**config.mk**
```make
export PLATFORM = sky130hd
export DESIGN_NAME = enc_event_fifo
export DESIGN_NICKNAME = d
export VERILOG_FILES = /design/src/rtl/enc_event_pkg.sv /design/src/rtl/enc_event_sync.sv /design/src/rtl/enc_event_fifo.sv
export SDC_FILE = /design/constraint.sdc
export NUM_CORES = 1
export LEC_CHECK = 0
export CAP_MARGIN = 20
export CORE_ASPECT_RATIO = 1.4
export CORE_UTILIZATION = 59
export CTS_BUF_LIST = sky130_fd_sc_hd__clkbuf_8
export DETAILED_ROUTE_END_ITERATION = 8
export PLACE_DENSITY_LB_ADDON = 0.1
export SLEW_MARGIN = 10
export SYNTH_ARGS = -nofsm -noshare
export SYNTH_HDL_FRONTEND = slang
export SYNTH_SLANG_ARGS = --single-unit
```
**constraint.sdc**
```tcl
create_clock -name clk -period 3.3 [get_ports clk]
set_input_delay 0.66 -clock clk [delete_from_list [all_inputs] [get_ports clk]]
set_output_delay 0.66 -clock clk [all_outputs]
set_load 0.005 [all_outputs]
```
**src/rtl/enc_event_pkg.sv**
```systemverilog
// enc_event_pkg
//   Shared sizing for the encoder event FIFO: FIFO depth, code/pointer/level
//   widths, drop counter width and saturation value, and the packed sample
//   type {v, code} carried through the capture/history stages.
package enc_event_pkg;

  localparam int FIFO_DEPTH  = 4;
  localparam int CODE_W      = 2;
  localparam int PTR_W       = 2;
  localparam int LVL_W       = 3;
  localparam int DROP_W      = 4;
  localparam int DROP_MAX    = 15;

  // Sample = {valid, code}; also the width of the optional input synchronizer.
  localparam int SMP_W       = 1 + CODE_W;
  localparam int SYNC_STAGES = 2;

  typedef struct packed {
    logic              v;
    logic [CODE_W-1:0] code;
  } enc_sample_t;

endpackage

```
**src/rtl/enc_event_sync.sv**
```systemverilog
// enc_event_sync
//   Multi-flop synchronizer for the raw encoder sample {v, q1, q0}.
//   Ports:
//     clk, rst_n : clock, async active-low reset (clears every stage)
//     d_i        : asynchronous input bits
//     q_o        : synchronized bits, STAGES cycles later
module enc_event_sync
  import enc_event_pkg::*;
#(
  parameter int W      = SMP_W,
  parameter int STAGES = SYNC_STAGES
) (
  input  logic         clk,
  input  logic         rst_n,
  input  logic [W-1:0] d_i,
  output logic [W-1:0] q_o
);

  // stg_q[0] is the first flop after the input, stg_q[STAGES-1] the output.
  logic [STAGES-1:0][W-1:0] stg_q;

  always_ff @(posedge clk or negedge rst_n) begin
    if (!rst_n) begin
      stg_q <= '0;
    end else begin
      stg_q[0] <= d_i;
      for (int i = 1; i < STAGES; i++) stg_q[i] <= stg_q[i-1];
    end
  end

  assign q_o = stg_q[STAGES-1];

endmodule

```
**src/rtl/enc_event_fifo.sv**
```systemverilog
// enc_event_fifo
//   Turns the output of a 4-to-2 priority encoder into a stream of change
//   events and buffers them in a 4-entry FIFO.
//   An event is a rising valid, or a code change while valid stays high.
//   Ports:
//     clk, rst_n          : clock, async active-low reset
//     enc_q0/enc_q1/enc_v : encoder code bits and valid
//     out_valid/out_code  : FIFO head (code reads 00 when empty)
//     out_ready           : consumer pops the head when out_valid is high
//     level               : stored entries 0..4
//     ovf, drop_cnt       : sticky overflow flag, saturating drop count
//     ovf_clr             : synchronous clear of ovf/drop_cnt (a same-edge
//                           drop still wins)
//   Build option: define ENC_EVENT_SYNC_EN to put a 2-flop synchronizer on
//   the encoder inputs ahead of the capture stage (+2 cycles latency).
module enc_event_fifo
  import enc_event_pkg::*;
(
  input  logic              clk,
  input  logic              rst_n,
  input  logic              enc_q0,
  input  logic              enc_q1,
  input  logic              enc_v,
  output logic              out_valid,
  output logic [CODE_W-1:0] out_code,
  input  logic              out_ready,
  output logic [LVL_W-1:0]  level,
  output logic              ovf,
  output logic [DROP_W-1:0] drop_cnt,
  input  logic              ovf_clr
);

  localparam logic [LVL_W-1:0]  LVL_FULL = LVL_W'(FIFO_DEPTH);
  localparam logic [DROP_W-1:0] DROP_SAT = DROP_W'(DROP_MAX);

  // ---------------------------------------------------------------- input
  logic [SMP_W-1:0] smp_raw, smp_in;
  assign smp_raw = {enc_v, enc_q1, enc_q0};

`ifdef ENC_EVENT_SYNC_EN
  enc_event_sync #(.W(SMP_W), .STAGES(SYNC_STAGES)) u_sync (
    .clk   (clk),
    .rst_n (rst_n),
    .d_i   (smp_raw),
    .q_o   (smp_in)
  );
`else
  assign smp_in = smp_raw;
`endif

  // -------------------------------------------- capture r0 / history r1
  enc_sample_t r0_q, r1_q;

  always_ff @(posedge clk or negedge rst_n) begin
    if (!rst_n) begin
      r0_q <= '0;
      r1_q <= '0;
    end else begin
      r0_q <= enc_sample_t'(smp_in);
      r1_q <= r0_q;
    end
  end

  // --------------------------------------------------------------- FIFO
  logic [CODE_W-1:0] mem_q [FIFO_DEPTH];
  logic [PTR_W-1:0]  wr_ptr_q, wr_ptr_d, rd_ptr_q, rd_ptr_d;
  logic [LVL_W-1:0]  level_q, level_d;
  logic              ovf_q, ovf_d;
  logic [DROP_W-1:0] drop_cnt_q, drop_cnt_d;
  logic              ev, pop, full, push, drop;

  always_comb begin
    ev   = r0_q.v && (!r1_q.v || (r0_q.code != r1_q.code));
    pop  = (level_q != '0) && out_ready;
    full = (level_q == LVL_FULL);
    // A pop on the same edge frees the slot, so a full FIFO still accepts.
    push = ev && (!full || pop);
    drop = ev && full && !pop;

    wr_ptr_d = wr_ptr_q + PTR_W'(push);
    rd_ptr_d = rd_ptr_q + PTR_W'(pop);

    level_d = level_q;
    if (push && !pop)      level_d = level_q + LVL_W'(1);
    else if (pop && !push) level_d = level_q - LVL_W'(1);

    // Clear first, then let a same-edge drop override it.
    ovf_d      = ovf_q;
    drop_cnt_d = drop_cnt_q;
    if (ovf_clr) begin
      ovf_d      = 1'b0;
      drop_cnt_d = '0;
    end
    if (drop) begin
      ovf_d = 1'b1;
      if (drop_cnt_d != DROP_SAT) drop_cnt_d = drop_cnt_d + DROP_W'(1);
    end
  end

  always_ff @(posedge clk or negedge rst_n) begin
    if (!rst_n) begin
      for (int i = 0; i < FIFO_DEPTH; i++) mem_q[i] <= '0;
      wr_ptr_q   <= '0;
      rd_ptr_q   <= '0;
      level_q    <= '0;
      ovf_q      <= 1'b0;
      drop_cnt_q <= '0;
    end else begin
      if (push) mem_q[wr_ptr_q] <= r0_q.code;
      wr_ptr_q   <= wr_ptr_d;
      rd_ptr_q   <= rd_ptr_d;
      level_q    <= level_d;
      ovf_q      <= ovf_d;
      drop_cnt_q <= drop_cnt_d;
    end
  end

  // ------------------------------------------------------------ outputs
  assign out_valid = (level_q != '0);
  assign out_code  = out_valid ? mem_q[rd_ptr_q] : '0;
  assign level     = level_q;
  assign ovf       = ovf_q;
  assign drop_cnt  = drop_cnt_q;

endmodule

```
==> results of run 1 <==
[critical path, stage by stage]
cell,delay [ps]
clkdlybuf4s50_1,520
nor4b_4,90
a311oi_4,380
ha_1,250
inv_1,60
fa_1,370
xor2_1,150
nor2_1,110
xor2_1,140
[state kept, by name, indices dropped and copies added (netlist names)]
name,cells
mem_q,8
wr_ptr_q,2
drop_cnt,4
r0_q,3
rd_ptr_q,2
ovf,1
level,3
r1_q,3
[where the power goes]
| group | total (W) | switching [W] | internal [W] | leakage, nW |
|---|---|---|---|---|
| Sequential | 0.000523 | 0.0000986 | 0.000425 | 0.316 |
| Combinational | 0.000399 | 0.000130 | 0.000269 | 0.281 |
| Clock | 0.000206 | 0.0000989 | 0.000107 | 0.0288 |
[cell usage after synthesis (2+ instances only)]
library cell and n:
xnor2_1 4, xor2_1 4, inv_1 4, mux2_2 6
dfrtp_1 26, nor2_1 3, nand2_1 2, and2_1 2
nand3b_1 2, ha_1 4, nor2b_1 2, mux2_1 4
nand3_1 2, mux4_2 2, nand4_1 2
[stage by stage]
step                      worst slack (ps)  cell area (µm²)  utilization (%)
after floorplan                       1100             1170                -
after global routing                   650             1430             78.3
after CTS                              755             1430             78.3
after detailed placement               464             1370             75.3
after global placement                 517             1370             75.3
final                                  766             1430             78.3
[path summary, 6_finish.rpt]
path                                start  cells past startpoint       end
min in group asynchronous           rst_n                      2       ovf
worst max-delay path            out_ready                      9  level[2]
worst min register to register   level[2]                      1  level[2]
max in group asynchronous           rst_n                      2  level[2]
worst max register to register    r0_q[1]                      8  level[2]
worst min-delay path             level[2]                      1  level[2]
[layer usage]
metal / track usage (%) / up-vias / wire length (µm)
met5: 0 / - / 0
met4: 13.8 / 0 / 46
met3: 4.88 / 5 / 75
met2: 36.3 / 17 / 964
met1: 25.0 / 353 / 807
li1: - / 333 / -
[cell type report]
cell class	instances	area (µm²)
flip-flops and latches	26	651
multi-input cells	52	505
fillers	108	395
repair buffers	18	178
clock buffers	4	55.1
well taps	20	25.0
inverters	4	15.0
[logic make-up after synthesis]
group	Yosys count	synth area share, %
flops	26	55.6
mux	13	14.3
xor+xnor	8	5.98
simple gates	22	13.0
fa+ha+maj	5	5.98
buf+inv	4	1.28
compound gates	4	3.85
==> metrics.yaml, run 1 <==
synthesis:
  netlist.top_cell.by_area: "dfrtp_1"
  synth.avg_cell_area_um2: 14.3
  synth_cells: 82
  synth_cell_types: 28
  yosysSeqAreaShare_pct: 55.6
  synthesis.area_mm2: 0.00117
  synthTopCellsByArea: "dfrtp_1 (56%), mux2_2 (5.8%), ha_1 (4.3%), mux2_1 (3.8%), mux4_2 (3.8%)"
  synth_edf_count: 0
  synth_top_area_share_pct: 55.6
  synth_warnings: 0
  ys.flop_type: "dfrtp_1"
  ys_ff_latch: 26
  async_flop_share_pct: 100
  syn_nets: 94
worst_setup_path:
  start_kind: "input port"
  end_kind: "flip-flop"
  crit_path_max_fanout: 6
  cp.required_ps: 3500
  regToRegSetupSlack_ps: 1060
  cp.arrival_ps: 2740
  critPathKind: "in2reg"
flow_run:
  maxCapViolCount: 0
clock_tree:
  post_cts_buffers: 0
  clock_path_buffers: 2
  cts_root_buf: "clkbuf_8"
  cts_tree: "done"
  h-tree-depth: 1
  path_clk_slew_ps: 80
  cts_made_buffers: 3
  cts-resized-gates: 0
  ctsHoldBuffers: 0
  clk_latency_ps: 270
  clock_sinks: 26
global_routing:
  grt_pass1_wl_mm: 3.01
  antenna_found_initial: 0
  overflow: 0
  grt_usage_pct: 22.0
  grt_max_degree: 27
  grt_pass1_vias: 682
cells_and_area:
  antenna_cells: 0
  layout-drive-gt1-share_pct: 15.4
  mostFrequentLayoutCells: "dfrtp_1 (26), clkdlybuf4s50_1 (17), mux2_2 (6)"
  post_layout_nonfiller_instances: 124
  nets: 117
  synthToLayoutAreaGrowth_pct: 22.0
  final_common_cell: "dfrtp_1"
min_path:
  min_path_type: "reg2reg"
die:
  start_util_pct: 64.2
  die_h_um: 54.7
  coreArea_mm2: 0.00182
  dieArea_mm2: 0.00217
  io_pins: 18
  fp-row-count: 18
  die_w_um: 39.7
routing:
  remaining_drc_errors: 0
  drtIter0Drc: 7
  wire_per_inst_um: 15.3
  ant_nets: 0
  vias_per_cell: 5.71
  drt-total-wl_mm: 1.89
  vias: 708
  firstDrtPassIters: 2
sta:
  setup_tns_ps: 0
  finalHoldViolations: 0
  max-slew-margin-rel_pct: 73.6
  slew_violations: 0
  clock_skew_ps: 2.62
  worst_pin_slew_ps: 395
  fin_crit_sh_pct: 76.8
  finalSetupViolations: 0
  hold_ws_ps: 511
  fin_crit_ps: 2530
  rsz0062_at_grt: "false"
  clock.fmax_ghz: 0.395
power_and_ir_drop:
  power_density_mw_per_mm2: 789
  p_total_w: 0.00113
  ir_worst_vdd_mv: 0.617
  power_leakage_nw: 0.626
place:
  place_congestion: 0.727
  dp_hpwl_mm: 1.42
  port_buffers: 17
  dp.cells: 120
status:
  status: "finished, final reports clean"
Note: power is estimated with default switching activity, not from simulation.
==> inputs of run 2 (changes only) <==
Settings changed: CORE_UTILIZATION 59 to 55.
Clock period 3.3 ns to 2.46 ns, I/O delays scaled along.
==> run 2 against run 1 <==
  * Combinational power increased by 41%
  * First-iteration DRC count increased by 14%
  * Sequential cell count unchanged
  * Core utilization decreased by 5.4 points
  * Cell count increased by 2.4%
==> metrics.yaml, run 2 (synthesized netlist as in run 1, its figures left out) <==
routing:
  vias: 709  # +0.14%
  wire_per_inst_um: 15.2  # -0.61%
  ant_nets: 0  # unchanged
  vias_per_cell: 5.58  # -2.2%
  firstDrtPassIters: 4  # +2
  drt-total-wl_mm: 1.93  # +1.8%
  remaining_drc_errors: 0  # unchanged
  drtIter0Drc: 8  # +1
cells_and_area:
  post_layout_nonfiller_instances: 127  # +2.4%
  final_common_cell: "dfrtp_1"
  nets: 120  # +2.6%
  synthToLayoutAreaGrowth_pct: 22.9
  antenna_cells: 0  # unchanged
  regMostFlops: "mem_q"
  mostFrequentLayoutCells: "dfrtp_1 (26), clkdlybuf4s50_1 (17), mux2_2 (6)"
  largest_reg_flops: 8  # unchanged
  layout-drive-gt1-share_pct: 17.0  # +1.6 points
sta:
  fin_crit_ps: 2330
  clock.fmax_ghz: 0.429
  slew_violations: 0  # unchanged
  setup_tns_ps: 0  # unchanged
  hold_ws_ps: 490  # -21.0 ps
  max-slew-margin-rel_pct: 72.1  # -1.5 points
  worst_pin_slew_ps: 416  # +20.9 ps
  finalHoldViolations: 0  # unchanged
  fin_crit_sh_pct: 94.7
  finalSetupViolations: 0  # unchanged
  rsz0062_at_grt: "false"
  clock_skew_ps: 1.05  # -1.57 ps
  worst_slack_ps: 130  # -636 ps
worst_setup_path:
  regToRegSetupSlack_ps: 310  # -750 ps
  timing.rr.start: "r0_q[1]"
  crit_family: "multiplexers"
  cp_num_buf_inv: 1  # -1
  critPathKind: "reg2out"
  slowest_stage: "mux4_2"
  cp.arrival_ps: 1840  # -900 ps
  cp.required_ps: 1970  # -1530 ps
  crit_path_max_fanout: 3  # -3
  start_kind: "flip-flop"
  slowest_delay_ps: 540  # +20 ps
  cp_cell_sequence: "mux4_2, and2_1, clkdlybuf4s50_1"
  end_kind: "primary output"
  startpoint: "rd_ptr_q[0]"
place:
  dp.cells: 124  # +3.3%
  place_congestion: 0.689  # -5.3%
  dp_hpwl_mm: 1.45  # +2.2%
  port_buffers: 17  # unchanged
  post-place-ws_ps: -88.7  # -552 ps
power_and_ir_drop:
  power_leakage_nw: 0.634  # +1.3%
  ir_worst_vdd_mv: 0.744  # +21%
  p_total_w: 0.00149  # +32%
  power_density_mw_per_mm2: 1040  # +32%
die:
  dieArea_mm2: 0.00232  # +7.0%
  coreArea_mm2: 0.00197  # +8.2%
  die_h_um: 56.6  # +3.4%
  start_util_pct: 59.4  # -4.8 points
  die_w_um: 41  # +3.4%
  fp-row-count: 19  # +1
  io_pins: 18  # unchanged
clock_tree:
  clock_path_buffers: 2  # unchanged
  ctsHoldBuffers: 0  # unchanged
  cts_root_buf: "clkbuf_8"
  post_cts_buffers: 0  # unchanged
  cts_made_buffers: 3  # unchanged
  h-tree-depth: 1  # unchanged
  path_clk_slew_ps: 80  # about the same
  cts_tree: "done"
  cts-resized-gates: 0  # unchanged
  clock_sinks: 26  # unchanged
  clk_latency_ps: 270  # about the same
status:
  status: "finished, final reports clean"
min_path:
  worstHoldStart: "r0_q[0]"
  min_path_type: "reg2reg"
global_routing:
  grt_max_degree: 27  # unchanged
  overflow: 0  # unchanged
  antenna_found_initial: 0  # unchanged
  grt_pass1_vias: 710  # +4.1%
  grt_pass1_wl_mm: 3.15  # +4.6%
  grt_usage_pct: 20.7  # -1.3 points
flow_run:
  maxCapViolCount: 0  # unchanged
==> run 2: power by group <==
group          switching [W]  total, W  internal [W]
combinational       0.000188  0.000562      0.000374
sequential          0.000129  0.000699      0.000570
clock               0.000124  0.000234      0.000110
==> run 2: path summary, 6_finish.rpt <==
| check | to | depth (start not counted) |
|---|---|---|
| setup / recovery | out_code[1] | 3 |
| hold / removal | r1_q[0] | 0 |
| setup reg to reg | level[2] | 8 |
| hold reg to reg | r1_q[0] | 0 |
| max in group asynchronous | level[1] | 2 |
| min in group asynchronous | drop_cnt[3] | 2 |
==> run 2: worst register-to-register path: stages, from the launching register on <==
cell and delay (ps):
dfrtp_1 450, xnor2_1 230, a311oi_4 340, ha_1 220, inv_1 50, fa_1 370, xor2_1 160, nor2_1 110
xor2_1 150
==> run 2: layout make-up <==
type                            count  area, µm²
Clock buffer                        3       41.3
Fill cell                         135        534
Inverter                            4       15.0
Multi-Input combinational cell     52        505
Sequential cell                    26        651
Tap cell                           21       26.3
Timing Repair Buffer               21        200
==> run 2: metal layers <==
metal	GRT usage (%)	part of all wire (%)	vias to the layer above
li1	-	-	341
met2	32.1	50	21
met3	3.56	4.1	5
met1	25.6	43	342
met5	0	0	-
met4	11.4	2.5	0
==> run 2: per-stage QoR <==
step / area, µm² / utilization [%]
CTS: 1440 / 72.9
global placement: 1400 / 70.8
floorplan: 1170 / -
finish: 1440 / 72.9
global route: 1440 / 72.9
detailed placement: 1400 / 70.8
